File: src/rtl/vga_pkg.sv
// -----------------------------------------------------------------------------
// vga_pkg
// Shared types and default timing for the VGA timing / pixel-output engine.
//   mode_e        : output source selection (black, colour bars, grid, external)
//   rgb332_t      : 8-bit pixel, R[7:5] G[4:2] B[1:0]
//   vga_bundle_t  : per-pixel bundle carried through the alignment delay line
//   VGA_*         : default timing for 640x480@85 (832x509 total, 36 MHz)
//   bar_colour()  : colour of vertical bar b (bar 0 white .. bar 7 black)
// -----------------------------------------------------------------------------
package vga_pkg;

   typedef enum logic [1:0] {
      MODE_BLACK = 2'd0,
      MODE_BARS  = 2'd1,
      MODE_GRID  = 2'd2,
      MODE_EXT   = 2'd3
   } mode_e;

   typedef logic [7:0] rgb332_t;

   // Sync levels are stored already polarity-applied; ext selects pix_i at
   // the end of the line so the external path sees the same latency.
   typedef struct packed {
      logic    hs;
      logic    vs;
      logic    de;
      logic    ext;
      rgb332_t pix;
   } vga_bundle_t;

   localparam int VGA_H_ACTIVE = 640;
   localparam int VGA_H_FP     = 56;
   localparam int VGA_H_SYNC   = 56;
   localparam int VGA_H_BP     = 80;
   localparam int VGA_V_ACTIVE = 480;
   localparam int VGA_V_FP     = 1;
   localparam int VGA_V_SYNC   = 3;
   localparam int VGA_V_BP     = 25;
   localparam int VGA_PIX_LAT  = 1;

   function automatic rgb332_t bar_colour(input logic [2:0] b);
      return {{3{~b[2]}}, {3{~b[1]}}, {2{~b[0]}}};
   endfunction

endpackage

File: src/rtl/vga_delay_line.sv
// -----------------------------------------------------------------------------
// vga_delay_line
// Shift register of DEPTH stages (DEPTH >= 1), W bits wide, advancing only
// when ce_i is high. Every stage resets asynchronously to RST_VAL.
//   clk_i  : clock
//   rst_i  : asynchronous active-high reset
//   ce_i   : shift enable
//   d_i    : data in
//   q_o    : data out, DEPTH ce-cycles after d_i
// -----------------------------------------------------------------------------
module vga_delay_line #(
   parameter int           W       = 8,
   parameter int           DEPTH   = 1,
   parameter logic [W-1:0] RST_VAL = '0
) (
   input  logic         clk_i,
   input  logic         rst_i,
   input  logic         ce_i,
   input  logic [W-1:0] d_i,
   output logic [W-1:0] q_o
);

   logic [W-1:0] stage_q [DEPTH];

   always_ff @(posedge clk_i or posedge rst_i) begin
      if (rst_i) begin
         for (int i = 0; i < DEPTH; i++) begin
            stage_q[i] <= RST_VAL;
         end
      end else if (ce_i) begin
         stage_q[0] <= d_i;
         for (int i = 1; i < DEPTH; i++) begin
            stage_q[i] <= stage_q[i-1];
         end
      end
   end

   assign q_o = stage_q[DEPTH-1];

endmodule

File: src/rtl/vga_timing_gen.sv
// -----------------------------------------------------------------------------
// vga_timing_gen
// Programmable VGA timing generator with built-in test patterns.
//   clk_i          : pixel clock
//   rst_i          : asynchronous active-high reset
//   ce_i           : pixel enable; nothing advances while low
//   mode_i         : source select, sampled only at the frame wrap
//   pix_i          : external RGB332 pixel, PIX_LAT ce-cycles after its x/y
//   x_o, y_o       : stage-0 pixel coordinates
//   line_start_o   : x_o == 0
//   frame_start_o  : x_o == 0 and y_o == 0
//   hsync_o, vsync_o, de_o, rgb_o : video outputs, PIX_LAT+1 ce-cycles
//                    after the coordinate they belong to
// -----------------------------------------------------------------------------
module vga_timing_gen
   import vga_pkg::*;
#(
   parameter int   H_ACTIVE = VGA_H_ACTIVE,
   parameter int   H_FP     = VGA_H_FP,
   parameter int   H_SYNC   = VGA_H_SYNC,
   parameter int   H_BP     = VGA_H_BP,
   parameter int   V_ACTIVE = VGA_V_ACTIVE,
   parameter int   V_FP     = VGA_V_FP,
   parameter int   V_SYNC   = VGA_V_SYNC,
   parameter int   V_BP     = VGA_V_BP,
   parameter logic HS_POL   = 1'b0,
   parameter logic VS_POL   = 1'b0,
   parameter int   PIX_LAT  = VGA_PIX_LAT,
   localparam int  H_TOTAL  = H_ACTIVE + H_FP + H_SYNC + H_BP,
   localparam int  V_TOTAL  = V_ACTIVE + V_FP + V_SYNC + V_BP,
   localparam int  HW       = $clog2(H_TOTAL),
   localparam int  VW       = $clog2(V_TOTAL)
) (
   input  logic          clk_i,
   input  logic          rst_i,
   input  logic          ce_i,
   input  logic [1:0]    mode_i,
   input  rgb332_t       pix_i,
   output logic [HW-1:0] x_o,
   output logic [VW-1:0] y_o,
   output logic          line_start_o,
   output logic          frame_start_o,
   output logic          hsync_o,
   output logic          vsync_o,
   output logic          de_o,
   output rgb332_t       rgb_o
);

   // Elaboration-time parameter checks
   if (H_ACTIVE % 8 != 0) begin : g_err_hact
      $error("vga_timing_gen: H_ACTIVE must be a multiple of 8");
   end
   if (H_FP < 1 || H_SYNC < 1 || H_BP < 1 || V_FP < 1 || V_SYNC < 1 || V_BP < 1) begin : g_err_porch
      $error("vga_timing_gen: porch and sync widths must be >= 1");
   end
   if (PIX_LAT < 0 || PIX_LAT > 7) begin : g_err_lat
      $error("vga_timing_gen: PIX_LAT must be 0..7");
   end

   localparam logic [HW-1:0] H_LAST     = HW'(H_TOTAL - 1);
   localparam logic [HW-1:0] H_ACT      = HW'(H_ACTIVE);
   localparam logic [HW-1:0] H_ACT_LAST = HW'(H_ACTIVE - 1);
   localparam logic [HW-1:0] HS_BEG     = HW'(H_ACTIVE + H_FP);
   localparam logic [HW-1:0] HS_END     = HW'(H_ACTIVE + H_FP + H_SYNC);
   localparam logic [VW-1:0] V_LAST     = VW'(V_TOTAL - 1);
   localparam logic [VW-1:0] V_ACT      = VW'(V_ACTIVE);
   localparam logic [VW-1:0] V_ACT_LAST = VW'(V_ACTIVE - 1);
   localparam logic [VW-1:0] VS_BEG     = VW'(V_ACTIVE + V_FP);
   localparam logic [VW-1:0] VS_END     = VW'(V_ACTIVE + V_FP + V_SYNC);

   // Bar stepping uses a sub-counter instead of dividing x.
   localparam int            BAR_W    = H_ACTIVE / 8;
   localparam int            SW       = (BAR_W > 1) ? $clog2(BAR_W) : 1;
   localparam logic [SW-1:0] SUB_LAST = SW'(BAR_W - 1);

   localparam vga_bundle_t BUNDLE_RST = '{hs: ~HS_POL, vs: ~VS_POL, de: 1'b0,
                                          ext: 1'b0, pix: 8'h00};

   logic [HW-1:0] x_q, x_d;
   logic [VW-1:0] y_q, y_d;
   logic [SW-1:0] sub_q, sub_d;
   logic [2:0]    bar_q, bar_d;
   mode_e         mode_q, mode_d;
   logic          line_start_q, frame_start_q;
   logic          hsync_q, vsync_q, de_q;
   rgb332_t       rgb_q;
   vga_bundle_t   s0, dl;

   // ---------------- stage 0: counters ----------------
   always_comb begin
      x_d    = x_q;
      y_d    = y_q;
      sub_d  = sub_q;
      bar_d  = bar_q;
      mode_d = mode_q;
      if (x_q == H_LAST) begin
         x_d   = '0;
         sub_d = '0;
         bar_d = '0;
         if (y_q == V_LAST) begin
            y_d    = '0;
            // Mode only changes on the frame wrap, so a frame is never mixed.
            mode_d = mode_e'(mode_i);
         end else begin
            y_d = y_q + VW'(1);
         end
      end else begin
         x_d = x_q + HW'(1);
         if (sub_q == SUB_LAST) begin
            sub_d = '0;
            bar_d = bar_q + 3'd1;
         end else begin
            sub_d = sub_q + SW'(1);
         end
      end
   end

   always_ff @(posedge clk_i or posedge rst_i) begin
      if (rst_i) begin
         x_q           <= '0;
         y_q           <= '0;
         sub_q         <= '0;
         bar_q         <= '0;
         mode_q        <= MODE_BLACK;
         line_start_q  <= 1'b1;
         frame_start_q <= 1'b1;
      end else if (ce_i) begin
         x_q           <= x_d;
         y_q           <= y_d;
         sub_q         <= sub_d;
         bar_q         <= bar_d;
         mode_q        <= mode_d;
         line_start_q  <= (x_d == '0);
         frame_start_q <= (x_d == '0) && (y_d == '0);
      end
   end

   // ---------------- stage 0: decode and pattern ----------------
   always_comb begin
      s0     = BUNDLE_RST;
      s0.de  = (x_q < H_ACT) && (y_q < V_ACT);
      s0.hs  = ((x_q >= HS_BEG) && (x_q < HS_END)) ? HS_POL : ~HS_POL;
      s0.vs  = ((y_q >= VS_BEG) && (y_q < VS_END)) ? VS_POL : ~VS_POL;
      s0.ext = (mode_q == MODE_EXT);
      s0.pix = 8'h00;
      if (s0.de) begin
         case (mode_q)
            MODE_BARS: s0.pix = bar_colour(bar_q);
            MODE_GRID: begin
               if (x_q[4:0] == 5'd0 || y_q[4:0] == 5'd0 ||
                   x_q == H_ACT_LAST || y_q == V_ACT_LAST) begin
                  s0.pix = 8'hFF;
               end
            end
            default:   s0.pix = 8'h00;
         endcase
      end
   end

   // ---------------- alignment with the external pixel source ----------------
   if (PIX_LAT == 0) begin : g_no_lat
      assign dl = s0;
   end else begin : g_lat
      vga_delay_line #(
         .W       ($bits(vga_bundle_t)),
         .DEPTH   (PIX_LAT),
         .RST_VAL (BUNDLE_RST)
      ) u_align (
         .clk_i (clk_i),
         .rst_i (rst_i),
         .ce_i  (ce_i),
         .d_i   (s0),
         .q_o   (dl)
      );
   end

   // ---------------- output register ----------------
   always_ff @(posedge clk_i or posedge rst_i) begin
      if (rst_i) begin
         hsync_q <= ~HS_POL;
         vsync_q <= ~VS_POL;
         de_q    <= 1'b0;
         rgb_q   <= 8'h00;
      end else if (ce_i) begin
         hsync_q <= dl.hs;
         vsync_q <= dl.vs;
         de_q    <= dl.de;
         rgb_q   <= dl.de ? (dl.ext ? pix_i : dl.pix) : 8'h00;
      end
   end

   assign x_o           = x_q;
   assign y_o           = y_q;
   assign line_start_o  = line_start_q;
   assign frame_start_o = frame_start_q;
   assign hsync_o       = hsync_q;
   assign vsync_o       = vsync_q;
   assign de_o          = de_q;
   assign rgb_o         = rgb_q;

endmodule

File: config.mk
export PLATFORM = sky130hd
export DESIGN_NAME = vga_timing_gen
export DESIGN_NICKNAME = d
export VERILOG_FILES = /design/src/rtl/vga_pkg.sv /design/src/rtl/vga_delay_line.sv /design/src/rtl/vga_timing_gen.sv
export SDC_FILE = /design/constraint.sdc
export NUM_CORES = 1
export LEC_CHECK = 0
export BUFFER_PORTS_ARGS = -buffer_cell sky130_fd_sc_hd__buf_2
export CAP_MARGIN = 20
export CORE_MARGIN = 5
export CORE_UTILIZATION = 56
export CTS_BUF_LIST = sky130_fd_sc_hd__clkbuf_8 sky130_fd_sc_hd__clkbuf_16
export CTS_CLUSTER_SIZE = 25
export DETAILED_ROUTE_END_ITERATION = 10
export PLACE_DENSITY = 0.85
export SYNTH_ARGS = -nofsm -noshare
export SYNTH_HDL_FRONTEND = slang
export SYNTH_SLANG_ARGS = --single-unit
File: constraint.sdc
create_clock -name clk_i -period 2.75 [get_ports clk_i]
set_input_delay 0.4125 -clock clk_i [delete_from_list [all_inputs] [get_ports clk_i]]
set_output_delay 0.4125 -clock clk_i [all_outputs]
set_load 0.005 [all_outputs]
==> results of run 1 <==
## per-layer routing
metal | wire (µm) | GRT usage [%] | vias up
li1 | - | - | 1166
met5 | 0 | 0 | -
met3 | 366 | 3.180 | 11
met1 | 2860 | 27.94 | 1187
met2 | 3246 | 34.93 | 87
met4 | 106 | 8.108 | 0
## registers in the layout, indices dropped and copies added (netlist names)
| signal | cells |
|---|---|
| x_o | 10 |
| vsync_o | 1 |
| y_o | 9 |
| mode_q | 2 |
| bar_q | 3 |
| de_o | 1 |
| rgb_o | 8 |
| sub_q | 7 |
| g_lat.u_align.q_o | 7 |
| line_start_o | 1 |
| frame_start_o | 1 |
| hsync_o | 1 |
## kinds of logic (layout without fill, tap and decap cells)
family / Yosys count / count (layout) / share of synthesized area [%]
AND/OR/NAND/NOR: 107 / 107 / 19.92
AO/OA/AOI/OAI: 80 / 80 / 17.61
flip-flops: 51 / 51 / 44.82
buffers and inverters: 41 / 79 / 6.203
XOR/XNOR: 13 / 13 / 3.976
adder cells (fa/ha/maj): 10 / 10 / 4.369
multiplexers: 8 / 8 / 3.102
## stage by stage
step	total power [mW]	hold WS, ps	instance area, µm²	std cells
finish	1.900	50.00	3216	418
detailed placement	1.467	404.0	3127	410
global route	2.023	82.53	3216	418
global placement	1.440	393.6	3127	410
CTS	1.906	62.75	3216	418
floorplan	1.330	464.9	2864	310
## area by class of cell
cell class	instances	area, µm²	share of cell area, %
Sequential cell	51	1284	39.92
Timing Repair Buffer	49	270.3	8.405
Clock buffer	5	68.82	2.140
Clock inverter	3	20.02	0.6226
Multi-Input combinational cell	218	1403	43.62
Tap cell	70	87.58	2.724
Inverter	22	82.58	2.568
## power by group through the flow
| stage | registers [mW] | clock network [mW] | logic, mW |
|---|---|---|---|
| 6_report | 1.03 | 0.441 | 0.430 |
| 2_1_floorplan | 0.960 | 0 | 0.370 |
| 3_5_place_dp | 1.04 | 0 | 0.430 |
| 3_3_place_gp | 1.02 | 0 | 0.415 |
| 5_1_grt | 1.05 | 0.477 | 0.497 |
| 4_1_cts | 1.02 | 0.449 | 0.432 |
## final timing paths
kind                            startpoint             to
worst min register to register    rgb_o[2]       rgb_o[2]
worst max-delay path                x_o[0]  frame_start_o
max in group asynchronous            rst_i  frame_start_o
min in group clk_i               mode_i[1]      mode_q[1]
worst max register to register      x_o[0]  frame_start_o
worst min-delay path                 rst_i       rgb_o[0]
## cells in the final DEF, fill, tap and decap left out, types with 4 or more instances in the layout
cell	instances
xor2_1	4
ha_1	10
and3_1	5
mux2_2	7
nand2_1	27
o31ai_1	5
clkbuf_8	5
o2bb2ai_1	9
nand3_1	7
dfrtp_1	45
o21ai_0	28
inv_1	21
buf_2	44
nor2_1	31
nor3_1	4
xnor2_1	9
o22ai_1	4
dfstp_2	6
and4_1	4
buf_4	4
a21oi_1	18
nand4_1	9
## critical path: stages, from the launching register on
cell	delay, ps
dfrtp_1	480
ha_1	280
nand3_4	130
nor4_4	450
buf_12	210
nand2_1	60
a222oi_1	370
and4_1	230
a32o_1	150
==> metrics.md, run 1 <==
| Metric | Value |
|---|---|
| Status | `complete, no violations` |
| Crit Path Category | `flip-flop to flip-flop` |
| Min-Delay Path Class | `input port to async pin` |
| Core area | `5042 µm²` |
| Cts bufs inserted | `5` |
| Yosys top cell area share | `39.32%` |
| Dpl ws | `392.3 ps` |
| Ys async rst share | `100.0%` |
| Skew final | `5.753 ps` |
| Antenna cells | `0` |
| Gpl congestion | `0.9296` |
| Clk Latency, worst-skew pair | `310 ps` |
| Sw power | `0.6675 mW` |
| CTS clk-pin slew, worst paths | `100 ps` |
| Initial antenna violation count | `0` |
| Power Density | `591.0 nW/µm²` |
| Area grow syn2layout | `12.28%` |
| Post-DP HPWL | `4695 µm` |
| Share of cells above drive strength 1 | `22.70%` |
| Fill cells | `411` |
| Most frequent cell after synthesis | `dfrtp_1` |
| Yosys warns | `0` |
| Setup WS post-layout | `336.5 ps` |
| Logic pwr share | `22.6%` |
| Initial Utilization | `56.80%` |
| Clock power frac | `23.2%` |
| RSZ-0062 raised after global routing | `no` |
| Worst EP arrival | `2670 ps` |
| Syn Nets | `333` |
| R2R cell count | `8` |
| Min cycle time layout | `2414 ps` |
| Worst-path maximum fanout | `21` |
| Worst Max-Slew Pin Slew | `547.9 ps` |
| Worst setup SP type | `flip-flop` |
| CTS tree | `yes` |
| CP required | `3010 ps` |
| DR vias | `2,451` |
| Wire per inst | `15.74 µm` |
| Internal | `1.233 mW` |
| Clock Tree Root | `clkbuf_8` |
| VDD IR-drop max | `0.2947 mV` |
| Worst slew margin | `63.00%` |
| Die area | `6645 µm²` |
| Drt pass-1 iters | `4` |
| Top cells by count, synth | `45 x dfrtp_1, 31 x nor2_1, 28 x o21ai_0, 27 x nand2_1, 22 x inv_1` |
| Die Wd | `81.52 µm` |
| Max Root-Sink Buffers | `2` |
| Die height | `81.52 µm` |
| Final Core Density | `63.77%` |
| Sequential element share of the synthesized area | `44.82%` |
| Post-synth EDFFs | `0` |
| DRT antenna net count | `0` |
| Htree depth | `2` |
| Synth area leader | `dfrtp_1` |
| Worst reg-to-reg setup slack | `340 ps` |
| Net switching fraction of the power | `35.13%` |
| Synth Area per Inst | `9.239 µm²` |
| Max-slew violations | `0` |
| Post-CTS Setup Bufs | `0` |
| Setup Viol. Count Final | `0` |
| Count of cell types in the netlist | `52` |
| Leakage | `1.456 nW` |
| WL final | `6579 µm` |
| GR Overflow Total | `0` |
| Period utilization | `87.76%` |
| Io pins | `45` |
| Largest net degree at the start of global routing | `36` |
| Top FF cell, synth | `dfrtp_1` |
| FF+latch count, synth | `51` |
| Global-route wire length before repair | `10,850 µm` |
| Number of global-route vias before repair | `2,314` |
| CTS resizes | `0` |
| Sequential group share of total power | `54.2%` |
| DRC | `0` |
| Netlist Area Pre-Place | `2864 µm²` |
| Setup_tns | `0 ps` |
| Final hold violation count | `0` |
| Total GRT Usage | `21.13%` |
| Port Buf Inserts | `44` |
| Initial DRC count | `192` |
| Ranking of synthesized cells by area | `dfrtp_1 39%, dfstp_2 5.5%, o21ai_0 4.9%` |
| Max Clk Rate | `414.3 MHz` |
| Rows | `26` |
| Vias per inst | `5.864` |
| Cells after Synth | `310` |
| Maximum capacitance violations | `0` |
| Sink Count | `51` |
| Nets | `370` |
| CP endpoint kind | `flip-flop` |
| Hold Buf Count CTS | `0` |
Note: power is estimated with default switching activity, not from simulation.
==> run 2: changes to the inputs <==
Settings changed: CORE_UTILIZATION 56 to 40, PLACE_DENSITY 0.85 to 0.65, SYNTH_HIERARCHICAL set to 1.
==> run 2 against run 1 <==
Effect of this change:
- utilization is 18 points lower
- worst hold slack got worse by 13 ps
- largest cell class unchanged
- largest power group unchanged
- highest routed layer unchanged
- final cell count increased by 9.6%
- register-to-register slack worse by 30 ps
- sequential share of layout area about the same
==> metrics.md, run 2 <==
| Metric | Value |
|---|---|
| Worst slew margin | `54.06%` |
| Netlist Area Pre-Place | `3113 µm²` |
| Top cells by count, synth | `50 x dfrtp_1, 28 x nand2_1, 27 x o21ai_0, 18 x nand3_1, 18 x nor2_1` |
| Yosys top cell area share | `40.19%` |
| CP endpoint kind | `flip-flop` |
| DR top layer | `met4` |
| Top FF cell, synth | `dfrtp_1` |
| Area grow syn2layout | `13.50%` |
| FF+latch count, synth | `56` |
| Net switching fraction of the power | `33.10%` |
| Met1 Wirelength | `3354 µm` |
| Largest net degree at the start of global routing | `34` |
| Clk Latency, worst-skew pair | `320 ps` |
| Setup Viol. Count Final | `0` |
| Sink Count | `56` |
| Logic pwr share | `20.0%` |
| Max Root-Sink Buffers | `2` |
| Number of flip-flops in the largest register | `12` |
| Port Buf Inserts | `44` |
| CP required | `2990 ps` |
| Wire per inst | `15.36 µm` |
| Post-Synth XOR/XNOR Area | `2.814%` |
| Slowest library cell on the worst path | `dfrtp_1` |
| Most frequent cells in the layout | `50 x dfrtp_1, 44 x buf_2, 28 x nand2_1` |
| R2R Path Start | `x_o[7]` |
| Die area | `9647 µm²` |
| Cts bufs inserted | `5` |
| Most frequent cell after synthesis | `dfrtp_1` |
| CTS clk-pin slew, worst paths | `110 ps` |
| Total GRT Usage | `14.99%` |
| WL final | `7036 µm` |
| Power Density | `546.7 nW/µm²` |
| Drt pass-1 iters | `4` |
| Yosys warns | `6` |
| Post-synthesis mux area share | `10.21%` |
| Cells after Synth | `315` |
| Sequential group share of total power | `54.9%` |
| Clock Tree Root | `clkbuf_8` |
| DR vias | `2,456` |
| Rows | `32` |
| Nets | `378` |
| Ys async rst share | `100.0%` |
| Critical Path Max Stage Delay | `590 ps` |
| Maximum capacitance violations | `0` |
| Ranking of synthesized cells by area | `dfrtp_1 40%, dfstp_2 5.1%, mux2_4 4.8%` |
| CP Cell Sequence | `nand2_1 > or4_4 > and2_4 > a22o_1 > or4_4 > o32ai_2` |
| Sequential element share of the synthesized area | `45.26%` |
| CTS tree | `yes` |
| Worst EP arrival | `2680 ps` |
| Number of global-route vias before repair | `2,429` |
| GR Overflow Total | `0` |
| Worst Max-Slew Pin Slew | `680.1 ps` |
| Internal | `1.292 mW` |
| Core area | `7647 µm²` |
| Count of cell types in the netlist | `50` |
| Fill cells | `743` |
| Skew final | `11.05 ps` |
| Post-synth EDFFs | `0` |
| Post-Synth Simple-Gate Area | `17.16%` |
| Min-Delay Path Class | `input port to async pin` |
| Final hold violation count | `0` |
| Top cell by count, worst path | `or4_4` |
| Syn Nets | `338` |
| RSZ-0062 raised after global routing | `no` |
| CTS resizes | `0` |
| Layout Cells excl Fill | `458` |
| Worst-path maximum fanout | `12` |
| Synth area leader | `dfrtp_1` |
| Hold Buf Count CTS | `0` |
| Post-CTS Setup Bufs | `0` |
| Setup_tns | `0 ps` |
| Sw power | `0.6394 mW` |
| Post-synthesis adder-cell area fraction | `4.019%` |
| Gpl congestion | `0.8672` |
| Vias per inst | `5.362` |
| Share of cells above drive strength 1 | `25.00%` |
| Period utilization | `88.79%` |
| Status | `complete, no violations` |
| Largest family of logic cells by synthesized area | `simple AND/OR/NAND/NOR gates` |
| Global-route wire length before repair | `11,950 µm` |
| DRC | `0` |
| Crit Path Category | `flip-flop to flip-flop` |
| DRT antenna net count | `0` |
| Max Clk Rate | `409.6 MHz` |
| Placed insts | `450` |
| Leakage | `1.608 nW` |
| Die Wd | `98.22 µm` |
| Clock power frac | `25.1%` |
| Worst reg-to-reg setup slack | `310 ps` |
| Cell family with most CP delay | `simple AND/OR/NAND/NOR gates` |
| Antenna cells | `0` |
| Critical path buffers and inverters | `0` |
| Io pins | `45` |
| Die height | `98.22 µm` |
| Setup crit start | `x_o[7]` |
| Synth Area per Inst | `9.882 µm²` |
| Htree depth | `2` |
| Synth Area in Compound Gates | `15.92%` |
| Leading cell type in the layout, fill and taps excluded | `dfrtp_1` |
| Initial DRC count | `73` |
| Routed wl met2 | `3353 µm` |
| Max-slew violations | `0` |
| Worst setup SP type | `flip-flop` |
| Initial antenna violation count | `0` |
| VDD IR-drop max | `0.2340 mV` |
| Min cycle time layout | `2442 ps` |
| Met3 wire len | `266 µm` |
| Post-DP HPWL | `5197 µm` |
| Initial Utilization | `40.71%` |
==> run 2: changes by cell type after synthesis, sizes merged, moves of 4 or more <==
cell / delta
nor2: -13
mux2: +9
dfrtp: +5
buf: -4
a21oi: -7
clkbuf: +4
mux2i: +9
nand3: +10
nand4: -4
inv: -6
==> run 2: cells by family (layout without fill, tap and decap cells) <==
group / count (synthesis) / after routing
simple gates: 103 / 103
compound gates: 75 / 75
flops: 56 / 56
buf+inv: 35 / 76
mux: 26 / 26
fa+ha+maj: 10 / 10
xor+xnor: 10 / 10
==> run 2: final cells by class <==
cell class                      instances  area [µm²]  area share, %
Tap cell                              102       127.6          3.612
Multi-Input combinational cell        224        1560          44.16
Clock buffer                            5       68.82          1.948
Clock inverter                          3       27.53         0.7790
Sequential cell                        56        1409          39.87
Inverter                               16       60.06          1.700
Timing Repair Buffer                   52       280.3          7.932
==> run 2: worst paths after layout <==
path | end | cells past startpoint
hold / removal | x_o[7] | 2
min in group clk_i | mode_q[1] | 3
max in group asynchronous | frame_start_o | 3
setup reg to reg | frame_start_o | 6
setup / recovery | frame_start_o | 6
hold reg to reg | rgb_o[1] | 1
==> run 2: per-stage QoR <==
| stage | cell area [µm²] | utilization (%) | worst slack (ps) | total power, mW | hold slack [ps] |
|---|---|---|---|---|---|
| CTS | 3533 | 46.20 | 311.3 | 1.955 | 49.27 |
| global placement | 3437 | 44.94 | 410.5 | 1.455 | 397.5 |
| detailed placement | 3437 | 44.94 | 337.0 | 1.464 | 395.8 |
| global route | 3533 | 46.20 | 176.5 | 2.061 | 50.54 |
| floorplan | 3113 | - | 399.0 | 1.320 | 275.8 |
| finish | 3533 | 46.20 | 308.3 | 1.932 | 36.68 |
==> run 2: per-layer routing <==
metal  vias to the layer above  track usage (%)
li1                       1208                -
met1                      1195            20.89
met2                        48            23.77
met3                         5            2.714
met4                         0            4.727
met5                         -                0
==> run 2: power by group through the flow <==
stage / clock network, mW / logic [mW] / registers, mW
after floorplan: 0 / 0.289 / 1.03
after global placement: 0 / 0.391 / 1.06
after detailed placement: 0 / 0.392 / 1.07
after CTS: 0.502 / 0.394 / 1.06
after global routing: 0.537 / 0.446 / 1.08
final: 0.485 / 0.386 / 1.06
==> run 3: changes to the inputs <==
Settings changed: CORE_UTILIZATION 40 to 50, PLACE_DENSITY 0.65 to 0.77.
==> run 3 against run 2 <==
Effect of this change:
- sequential share of layout area is 0.26 points higher
- flip-flop and latch count did not move
- global-route usage is 3.6 points higher
- critical path type unchanged
- utilization is 12 points higher
- largest power group unchanged
==> metrics.md, run 3 (synthesized netlist as in run 2, its figures left out) <==
| Metric | Value |
|---|---|
| Setup_tns | `0 ps` |
| Vias per inst | `5.747` |
| Pwr Total | `1.930 mW` |
| Maximum capacitance violations | `0` |
| Gpl congestion | `0.9059` |
| DR top layer | `met4` |
| CP Cell Sequence | `nand2_2 > or4_4 > and2_4 > a22o_1 > or4_4 > o32ai_2` |
| Port Buf Inserts | `44` |
| Cts bufs inserted | `5` |
| Number of global-route vias before repair | `2,339` |
| CTS tree | `yes` |
| VDD IR-drop max | `0.2917 mV` |
| Min-Delay Path Class | `input port to async pin` |
| Number of flip-flops in the largest register | `12` |
| Worst Max-Slew Pin Slew | `752.4 ps` |
| Initial Utilization | `51.96%` |
| Drt pass-1 iters | `4` |
| Post-CTS Setup Bufs | `0` |
| Rows | `28` |
| Die Wd | `88.91 µm` |
| Leakage | `1.613 nW` |
| DRC | `0` |
| DR vias | `2,471` |
| Worst slew margin | `49.19%` |
| Nets | `377` |
| Period utilization | `89.36%` |
| CTS resizes | `0` |
| Wire per inst | `16.10 µm` |
| Clk Latency, worst-skew pair | `320 ps` |
| Hold Buf Count CTS | `0` |
| Final hold violation count | `0` |
| Critical Path Max Stage Delay | `540 ps` |
| Global-route wire length before repair | `11,540 µm` |
| Status | `complete, no violations` |
| WL final | `6923 µm` |
| RSZ-0062 raised after global routing | `no` |
| Met1 Wirelength | `3159 µm` |
| Cell family with most CP delay | `simple AND/OR/NAND/NOR gates` |
| Die height | `88.91 µm` |
| Max-slew violations | `0` |
| Largest net degree at the start of global routing | `28` |
| Skew final | `12.60 ps` |
| Htree depth | `2` |
| Met3 wire len | `373 µm` |
| Leading cell type in the layout, fill and taps excluded | `dfrtp_1` |
| Initial DRC count | `173` |
| Die area | `7904 µm²` |
| Setup Viol. Count Final | `0` |
| Critical path buffers and inverters | `0` |
| Worst-path maximum fanout | `7` |
| Dpl ws | `325.8 ps` |
| Antenna cells | `0` |
| Top cell by count, worst path | `or4_4` |
| Fill cells | `484` |
| Post-DP HPWL | `5061 µm` |
| Hold Slack | `1.923 ps` |
| Core area | `5991 µm²` |
| Io pins | `45` |
| Worst setup SP type | `flip-flop` |
| Crit Path Category | `flip-flop to flip-flop` |
| CTS clk-pin slew, worst paths | `110 ps` |
| Share of cells above drive strength 1 | `24.79%` |
| CP required | `2980 ps` |
| Layout Cells excl Fill | `430` |
| Most frequent cells in the layout | `50 x dfrtp_1, 44 x buf_2, 28 x nand2_1` |
| CP endpoint kind | `flip-flop` |
| Initial antenna violation count | `0` |
| Max Root-Sink Buffers | `2` |
| Max Clk Rate | `407.0 MHz` |
| Clock Tree Root | `clkbuf_8` |
| Area grow syn2layout | `12.78%` |
| GR Overflow Total | `0` |
| Worst EP arrival | `2690 ps` |
| Min cycle time layout | `2457 ps` |
| Slowest library cell on the worst path | `or4_4` |
| Setup WS post-layout | `292.7 ps` |
| Total GRT Usage | `18.55%` |
| Routed wl met2 | `3274 µm` |
| Placed insts | `421` |
| Sink Count | `56` |
| Power Density | `549.6 nW/µm²` |
| DRT antenna net count | `0` |
run 3: cell types whose count changed in the layout (fill, tap and decap cells not counted), sizes merged:
cell,before,now
buf,52,51
clkinv,2,3
clkinvlp,1,0
run 3: routing by layer:
metal  up-vias  global-route usage, %
li1       1206                      -
met1      1181                  25.96
met2        71                  29.76
met3        13                  2.765
met4         0                  5.907
met5         -                      0
run 3: where the power goes:
| group | internal [mW] | total (mW) | switching, mW |
|---|---|---|---|
| logic | 0.185 | 0.393 | 0.208 |
| registers | 0.922 | 1.06 | 0.137 |
| clock network | 0.187 | 0.477 | 0.290 |
run 3: final timing paths:
kind / cells past startpoint / slack [ps] / endpoint / startpoint
worst min register to register: 2 / 490 / line_start_o / line_start_o
worst max-delay path: 6 / 290 / frame_start_o / x_o[4]
worst max register to register: 6 / 290 / frame_start_o / x_o[4]
min in group clk_i: 3 / 310 / mode_q[1] / mode_i[1]
max in group asynchronous: 4 / 1990 / vsync_o / rst_i
worst min-delay path: 2 / 2 / rgb_o[5] / rst_i
run 3: area by class of cell:
cell class,instances,area [µm²],share of cell area [%]
multi-input cells,224,1560,44.44
flip-flops and latches,56,1409,40.13
repair buffers,51,292.8,8.339
well taps,75,93.84,2.673
clock buffers,5,68.82,1.960
inverters,16,60.06,1.711
clock inverters,3,26.28,0.7484
run 3: through the flow:
step	utilization (%)	instance area, µm²
final	58.60	3511
after CTS	58.15	3483
after global placement	56.56	3388
after detailed placement	56.56	3388
after floorplan	-	3113
after global routing	58.60	3511
